<file path="src/rtl/sync_mod_counter_if.sv">
// Control and status bundle of one sync_mod_counter stage; master drives the
// controls, slave is the counter itself.
interface sync_mod_counter_if #(
    parameter int WIDTH = 4
);
    logic             en;
    logic             up;
    logic             load;
    logic [WIDTH-1:0] load_val;
    logic [WIDTH-1:0] q;
    logic             tc;
    logic             wrap;

    modport master (
        output en, up, load, load_val,
        input  q, tc, wrap
    );

    modport slave (
        input  en, up, load, load_val,
        output q, tc, wrap
    );
endinterface

</file>
<file path="src/rtl/sync_mod_counter.sv">
// Modulo-MODULUS up/down counter with clamped parallel load, cascadable tc and wrap pulse.
// Latency: q and wrap update 1 clk after the controlling edge; tc is combinational.
// Backpressure: none; en gates counting, so chaining tc into the next en builds multi-digit counters.
module sync_mod_counter #(
    parameter int              WIDTH   = 4,
    parameter longint unsigned MODULUS = 16
) (
    input  logic              clk,
    input  logic              rst,
    sync_mod_counter_if.slave bus
);
    localparam logic [WIDTH-1:0] MAXV = WIDTH'(MODULUS - 64'd1);

    if (WIDTH < 1 || WIDTH > 32 || MODULUS < 64'd2 || MODULUS > (64'd1 << WIDTH)) begin : g_bad_params
        $error("sync_mod_counter: illegal WIDTH=%0d MODULUS=%0d", WIDTH, MODULUS);
    end

    logic             at_top;
    logic             at_bot;
    logic [WIDTH-1:0] load_clamped;
    logic [WIDTH-1:0] count_nxt;

    assign at_top       = (bus.q == MAXV);
    assign at_bot       = (bus.q == '0);
    // Out-of-range loads saturate so q can never leave 0..MODULUS-1.
    assign load_clamped = (bus.load_val > MAXV) ? MAXV : bus.load_val;
    assign count_nxt    = bus.up ? (at_top ? '0   : bus.q + WIDTH'(1))
                                 : (at_bot ? MAXV : bus.q - WIDTH'(1));

    // Gated by rst so a downstream stage holds still while this one is in reset.
    assign bus.tc = rst & bus.en & ~bus.load & (bus.up ? at_top : at_bot);

    always_ff @(posedge clk) begin
        if (!rst) begin
            bus.q    <= '0;
            bus.wrap <= 1'b0;
        end else begin
            bus.wrap <= bus.tc;
            if (bus.load) begin
                bus.q <= load_clamped;
            end else if (bus.en) begin
                bus.q <= count_nxt;
            end
        end
    end
endmodule

</file>
<file path="src/flat_wrapper.sv">
// flat-port wrapper written by rule: the top's interface ports become plain ports
module sync_mod_counter_flat 
#(
    parameter int              WIDTH   = 4,
    parameter longint unsigned MODULUS = 16
)
  (clk, rst, bus_en, bus_up, bus_load, bus_load_val, bus_q, bus_tc, bus_wrap);
  sync_mod_counter_if #(.WIDTH(WIDTH)) bus_i ();
  input  logic clk;
  input  logic rst;
  input wire logic [$bits(bus_i.en)-1:0] bus_en;
  input wire logic [$bits(bus_i.up)-1:0] bus_up;
  input wire logic [$bits(bus_i.load)-1:0] bus_load;
  input wire logic [$bits(bus_i.load_val)-1:0] bus_load_val;
  output wire logic [$bits(bus_i.q)-1:0] bus_q;
  output wire logic [$bits(bus_i.tc)-1:0] bus_tc;
  output wire logic [$bits(bus_i.wrap)-1:0] bus_wrap;
  assign bus_i.en = bus_en;
  assign bus_i.up = bus_up;
  assign bus_i.load = bus_load;
  assign bus_i.load_val = bus_load_val;
  assign bus_q = bus_i.q;
  assign bus_tc = bus_i.tc;
  assign bus_wrap = bus_i.wrap;
  sync_mod_counter #(.WIDTH(WIDTH), .MODULUS(MODULUS)) u_core (.clk(clk), .rst(rst), .bus(bus_i));
endmodule
</file>
<file path="config.mk">
export PLATFORM = sky130hd
export DESIGN_NAME = sync_mod_counter_flat
export DESIGN_NICKNAME = d
export VERILOG_FILES = /design/src/rtl/sync_mod_counter_if.sv /design/src/rtl/sync_mod_counter.sv /design/src/flat_wrapper.sv
export SDC_FILE = /design/constraint.sdc
export NUM_CORES = 1
export LEC_CHECK = 0
export ABC_AREA = 1
export CORE_AREA = 2 2 39 41
export DETAILED_ROUTE_END_ITERATION = 10
export DIE_AREA = 0 0 41 43
export GPL_TIMING_DRIVEN = 1
export SLEW_MARGIN = 10
export SYNTH_ARGS = -nofsm -noshare
export SYNTH_HDL_FRONTEND = slang
export SYNTH_SLANG_ARGS = --single-unit
</file>
<file path="constraint.sdc">
create_clock -name clk -period 1.04 [get_ports clk]
set_input_delay 0.208 -clock clk [delete_from_list [all_inputs] [get_ports clk]]
set_output_delay 0.208 -clock clk [all_outputs]
set_load 0.05 [all_outputs]
</file>
==> results of run 1 <==
==> state kept, by name, summed over array words and instances, names as in the netlist <==
register / cells
u_core.bus.wrap: 1
u_core.bus.q: 4
==> per-stage QoR <==
step	utilization (%)	cell area, µm²	setup WS (ps)	setup TNS, ps
floorplan	-	455	-332	-847
global route	68.7	951	-517	-1650
CTS	62.9	871	-454	-961
detailed placement	56.7	785	-435	-2010
finish	68.7	951	-462	-1190
global placement	56.7	785	-424	-1960
==> kinds of logic (layout without fill, tap and decap cells) <==
| family | count (synthesis) | count (layout) | share of synthesized area, % |
|---|---|---|---|
| simple gates | 35 | 35 | 41.4 |
| buf+inv | 11 | 50 | 12.2 |
| compound gates | 9 | 9 | 12.9 |
| flops | 5 | 5 | 25.1 |
| fa+ha+maj | 2 | 2 | 6.27 |
| xor+xnor | 1 | 1 | 2.19 |
==> worst max-delay path by stage <==
stage	end	depth (start not counted)	slack, ps
CTS	bus_tc	4	-450
global route	bus_tc	4	-520
global placement	bus_tc	4	-420
finish	bus_tc	4	-460
floorplan	bus_tc	3	-330
detailed placement	bus_tc	4	-440
==> synth_stat cells <==
library cell,n,area [µm²]
a21boi_1,1,7.51
a21oi_1,4,20.0
a22oi_1,1,7.51
a31oi_1,1,6.26
buf_6,1,11.3
dfxtp_1,5,100
ha_1,2,25.0
inv_1,7,26.3
inv_2,3,11.3
nand2_1,21,78.8
nand2_2,1,6.26
nand3_1,6,30.0
nand3b_1,1,7.51
nand4_1,2,12.5
nor2_2,3,18.8
nor2_4,1,11.3
o21ai_0,1,5.00
o21ai_1,1,5.00
xnor2_1,1,8.76
==> worst reg2reg max path: cells and delay by family, from the launching register on <==
| kind | cells | cell delay, ps |
|---|---|---|
| AO/OA/AOI/OAI | 1 | 130 |
| adder cells (fa/ha/maj) | 1 | 160 |
| buffers and inverters | 2 | 250 |
| flip-flops | 1 | 360 |
| AND/OR/NAND/NOR | 4 | 210 |
==> power groups by stage <==
stage / Sequential [mW] / Clock [mW] / Combinational, mW
3_3_place_gp: 0.229 / 0 / 0.351
5_1_grt: 0.229 / 0.248 / 0.459
4_1_cts: 0.226 / 0.233 / 0.391
2_1_floorplan: 0.279 / 0 / 0.125
6_report: 0.227 / 0.228 / 0.429
3_5_place_dp: 0.230 / 0 / 0.352
==> layout make-up <==
cell class | count | area [µm²] | share of cell area (%)
repair buffers | 36 | 398 | 41.8
multi-input cells | 47 | 349 | 36.7
flip-flops and latches | 5 | 115 | 12.1
inverters | 10 | 42.5 | 4.47
clock buffers | 4 | 26.3 | 2.76
well taps | 16 | 20.0 | 2.11
==> timing repair <==
action                     in CTS  in global routing
buffers inserted                4                  4
resized for setup              11                 16
pin swaps                       5                  5
hold endpoints to repair        0                  0
setup endpoints to repair      10                 10
==> per-layer routing <==
| layer | share of wire [%] | routed length (µm) | vias up |
|---|---|---|---|
| li1 | - | - | 280 |
| met1 | 43 | 504 | 238 |
| met2 | 51 | 600 | 21 |
| met3 | 4.8 | 56 | 2 |
| met4 | 1.4 | 16 | 0 |
| met5 | 0 | 0 | - |
==> impl_metrics.tcl, run 1 <==
set metrics [dict create \
    area_growth_pct 138 \
    stdcell_count 118 \
    grt_max_degree 8 \
    via_per_inst 4.58 \
    fmax_ghz 0.666 \
    post_drt_wl_per_cell_um 9.97 \
    critical-path-top-delay-family "flip-flops" \
    drv_slew 0 \
    cp.required_ps 830 \
    gp_congestion 0.777 \
    finalCritPeriodShare_pct 144 \
    row_count 14 \
    swShare_pct 34.2 \
    grt_use_total_pct 15.7 \
    endpoint_kind "output port" \
    cell_internal_pwr_mw 0.582 \
    clk_pin_slew_ps 40 \
    fp.coreArea_mm2 0.00138 \
    pwr-share-comb_pct 48.5 \
    met3_usage_pct 4.71 \
    post-dp-hpwl_um 873 \
    worstPathCellList "ha_4 > nand4_1 > a21oi_4 > buf_12" \
    io_pins 15 \
    ctsRootBufferMaster "clkbuf_4" \
    synth_cells 63 \
    r2r_cells 8 \
    num-fill-cells 114 \
    timing.max_cap.violations 0 \
    cts_tree "yes" \
    synth.avg_cell_area_um2 6.34 \
    switching_power_mw 0.302 \
    grt_pass1_wl_um 1910 \
    vias 541 \
    violations "setup timing" \
    grt_setup_unrepaired "yes" \
    final_common_cell "nand2_1" \
    ir_worst_vdd_uv 493 \
    io_buffers 14 \
    critPathBufInv 1 \
    n_antenna_cell 0 \
    hold_viol 0 \
    use_met1_pct 19.9 \
    drt-initial-drc-count 24 \
    cts-htree-levels 1 \
    period_needed_ps 1500 \
    startpoint "u_core.bus.q[0]" \
    drive_above_1_share_pct 56.9 \
    relSlewSlack_pct 86.5 \
    setup_violations 9 \
    synth_nets 74 \
    fin_ws_ps -462 \
    worst_pin_slew_ps 203 \
    dp.cells 108 \
    pwr_density_cell_mw_per_mm2 930 \
    routed_wl_um 1180 \
    clock_power_share_pct 25.8 \
    status "complete, but fails checks" \
    synth_cell_types 19 \
    clk_latency_ps 240 \
    grt_overflow_total 0 \
    hold_end "u_core.bus.q[1]" \
    drtAntennaViolNets 0 \
    finalClockSkew_ps 0.337 \
    synth_seq_cells 5 \
    r2r-end "u_core.bus.q[2]" \
    grt.busiest_layer "met2" \
    crit_type "reg -> out" \
    cts_buffer_depth 2 \
    hold_class "in -> reg" \
    crit_slowest_cell "dfxtp_4" \
    route.detailed.drc 0 \
    layout_common_cells "nand2_1, buf_4, buf_6" \
    die_h_um 43 \
    power_frac_seq_pct 25.7 \
    crit_fanout 3 \
    r2r_slack_ps -140 \
    hold_depth 4 \
    cts_hold_buffers 0 \
    start_util_pct 28.8 \
    cts.sinks 5 \
    crit_arrival_ps 1290 \
    cts_made_buffers 3 \
    die_area_mm2 0.00176 \
    total_power_mw 0.884 \
    start_kind "register" \
    grt_antenna_before_repair 0 \
    fin_hold_ws_ps 452 \
    syn_area_um2 399 \
    cp_slowest_stage_delay_ps 380 \
    r2r-start "u_core.bus.q[0]" \
    seq_area_frac_synth_pct 25.1 \
    use_met2_pct 25.0 \
    nets 114 \
    p_leak_nw 0.447 \
    min_from "bus_load" \
    synth_warnings 0 \
    grt_pass1_vias 492 \
    first_pass_iters 4 \
    chipWidth_um 41 \
]
Power figures use the tool's default switching activity.
==> inputs of run 2 (changes only) <==
- CELL_PAD_IN_SITES_DETAIL_PLACEMENT: default -> 0
- CELL_PAD_IN_SITES_GLOBAL_PLACEMENT: default -> 1
- CORE_AREA: 2 2 39 41 -> default
- CORE_MARGIN: default -> 2
- CORE_UTILIZATION: default -> 27
- DIE_AREA: 0 0 41 43 -> default
- PLACE_DENSITY_LB_ADDON: default -> 0.1
- clock period: 1.04 -> 1.58 ns (I/O delays scaled with it)
==> run 2 against run 1 <==
  * The run still ends with setup timing left
  * Flip-flop and latch count unchanged
  * Non-clock buffer count down 10
  * Critical endpoint unchanged
  * First-iteration DRC count down 67%
  * Global-route usage down 3.0 points
  * Hold slack better by 91 ps
  * Worst setup slack better by 430 ps
  * Die area up 2.2%
  * Clock skew up 2.6 ps
  * Clock power down 36%
==> impl_metrics.tcl, run 2 (same netlist as run 1, synthesis figures left out) <==
set metrics [dict create \
    start_util_pct 29.9 \
    total_power_mw 0.513 \
    io_buffers 14 \
    grt_overflow_total 0 \
    grt_max_degree 11 \
    hold_viol 0 \
    layout_common_cells "nand2_1, buf_4, nand3_1, clkdlybuf4s50_1" \
    first_pass_iters 4 \
    row_count 13 \
    area_growth_pct 93.1 \
    n_antenna_cell 0 \
    grt_antenna_before_repair 0 \
    via_per_inst 4.50 \
    grt_use_total_pct 12.7 \
    num-fill-cells 133 \
    worst_pin_slew_ps 242 \
    timing.max_cap.violations 0 \
    drtAntennaViolNets 0 \
    cp.required_ps 1260 \
    fmax_ghz 0.619 \
    stdcell_count 107 \
    grt_pass1_vias 404 \
    endpoint_kind "output port" \
    vias 482 \
    top_regs "u_core.bus.q (4), u_core.bus.wrap (1)" \
    r2r_slack_ps 450 \
    dp_worst_setup_slack_ps -187 \
    cts_hold_buffers 0 \
    hold_class "in -> reg" \
    cts_tree "yes" \
    cts-htree-levels 1 \
    start_kind "register" \
    ctsRootBufferMaster "clkbuf_4" \
    finalCritPeriodShare_pct 102 \
    clk_latency_ps 240 \
    crit_fanout 4 \
    pwr_density_cell_mw_per_mm2 666 \
    drt-initial-drc-count 8 \
    setup_violations 1 \
    violations "setup timing" \
    ir_worst_vdd_uv 234 \
    route.detailed.drc 0 \
    grt_setup_unrepaired "yes" \
    gp_congestion 0.760 \
    crit_arrival_ps 1300 \
    tns_ps -35.7 \
    fin_ws_ps -35.7 \
    period_needed_ps 1620 \
    die_area_mm2 0.00180 \
    routed_wl_um 1090 \
    regMostFlops "u_core.bus.q" \
    relSlewSlack_pct 83.8 \
    grt_pass1_wl_um 1710 \
    post_drt_wl_per_cell_um 10.2 \
    drive_above_1_share_pct 44.6 \
    chipWidth_um 42.5 \
    cts.sinks 5 \
    nets 104 \
    drv_slew 0 \
    fp.coreArea_mm2 0.00133 \
    io_pins 15 \
    final_common_cell "nand2_1" \
    cts_buffer_depth 2 \
    post-dp-hpwl_um 858 \
    crit_type "reg -> out" \
    clk_pin_slew_ps 50 \
    dp.cells 100 \
    cts_made_buffers 3 \
    finalClockSkew_ps 2.99 \
    die_h_um 42.5 \
    p_leak_nw 0.364 \
    status "complete, but fails checks" \
    largest_reg_flops 4 \
]
## run 2: changes by cell type in the layout (fill, tap and decap cells not counted), sizes merged
cell           delta
buf              -10
clkdlybuf4s50     -1
dlygate4sd2       +1
## run 2: path summary, 6_finish.rpt
kind	to	startpoint	depth (start not counted)
max	bus_tc	u_core.bus.q[0]	7
min	u_core.bus.q[1]	bus_en	5
max reg2reg	u_core.bus.q[3]	u_core.bus.q[0]	8
min reg2reg	u_core.bus.q[1]	u_core.bus.q[1]	2
## run 2: area by class of cell
cell class	count	area (µm²)	area share (%)
clock buffers	4	26.3	3.41
inverters	10	40.0	5.19
multi-input cells	47	297	38.5
flip-flops and latches	5	110	14.3
well taps	15	18.8	2.44
repair buffers	26	279	36.2
## run 2: per-layer routing
metal	vias to the layer above	GRT usage (%)	routed length, µm	part of all wire (%)
li1	261	-	-	-
met5	-	0	0	0
met1	213	18.5	573	53
met2	8	18.5	489	45
met3	0	0	27	2.5
met4	0	7.50	0	0
## run 2: repair_timing
item / in CTS / in global routing
hold endpoints to repair: 0 / 0
gates resized for setup: 10 / 3
setup buffers: 3 / 0
pin swaps: 2 / 2
endpoints found under the setup margin: 1 / 1
## run 2: worst max-delay path, stage by stage (launching register included)
cell	delay [ps]
dfxtp_4	370
inv_4	70
ha_4	120
nand2_2	60
inv_2	70
nand2_4	60
a21oi_4	170
buf_12	150
## run 2: metrics by stage
step	hold slack [ps]	utilization (%)	instance area (µm²)
6_report	544	57.8	771
5_1_grt	565	57.8	771
4_1_cts	557	57.6	768
3_5_place_dp	544	51.2	683
3_3_place_gp	537	51.2	683
2_1_floorplan	434	-	420
## run 2: report_power, final
part / leakage [nW] / switching [mW] / internal, mW
sequential: 0.0431 / 0.0228 / 0.137
clock: 0.0150 / 0.0499 / 0.0953
combinational: 0.306 / 0.103 / 0.106
total: 0.364 / 0.175 / 0.338
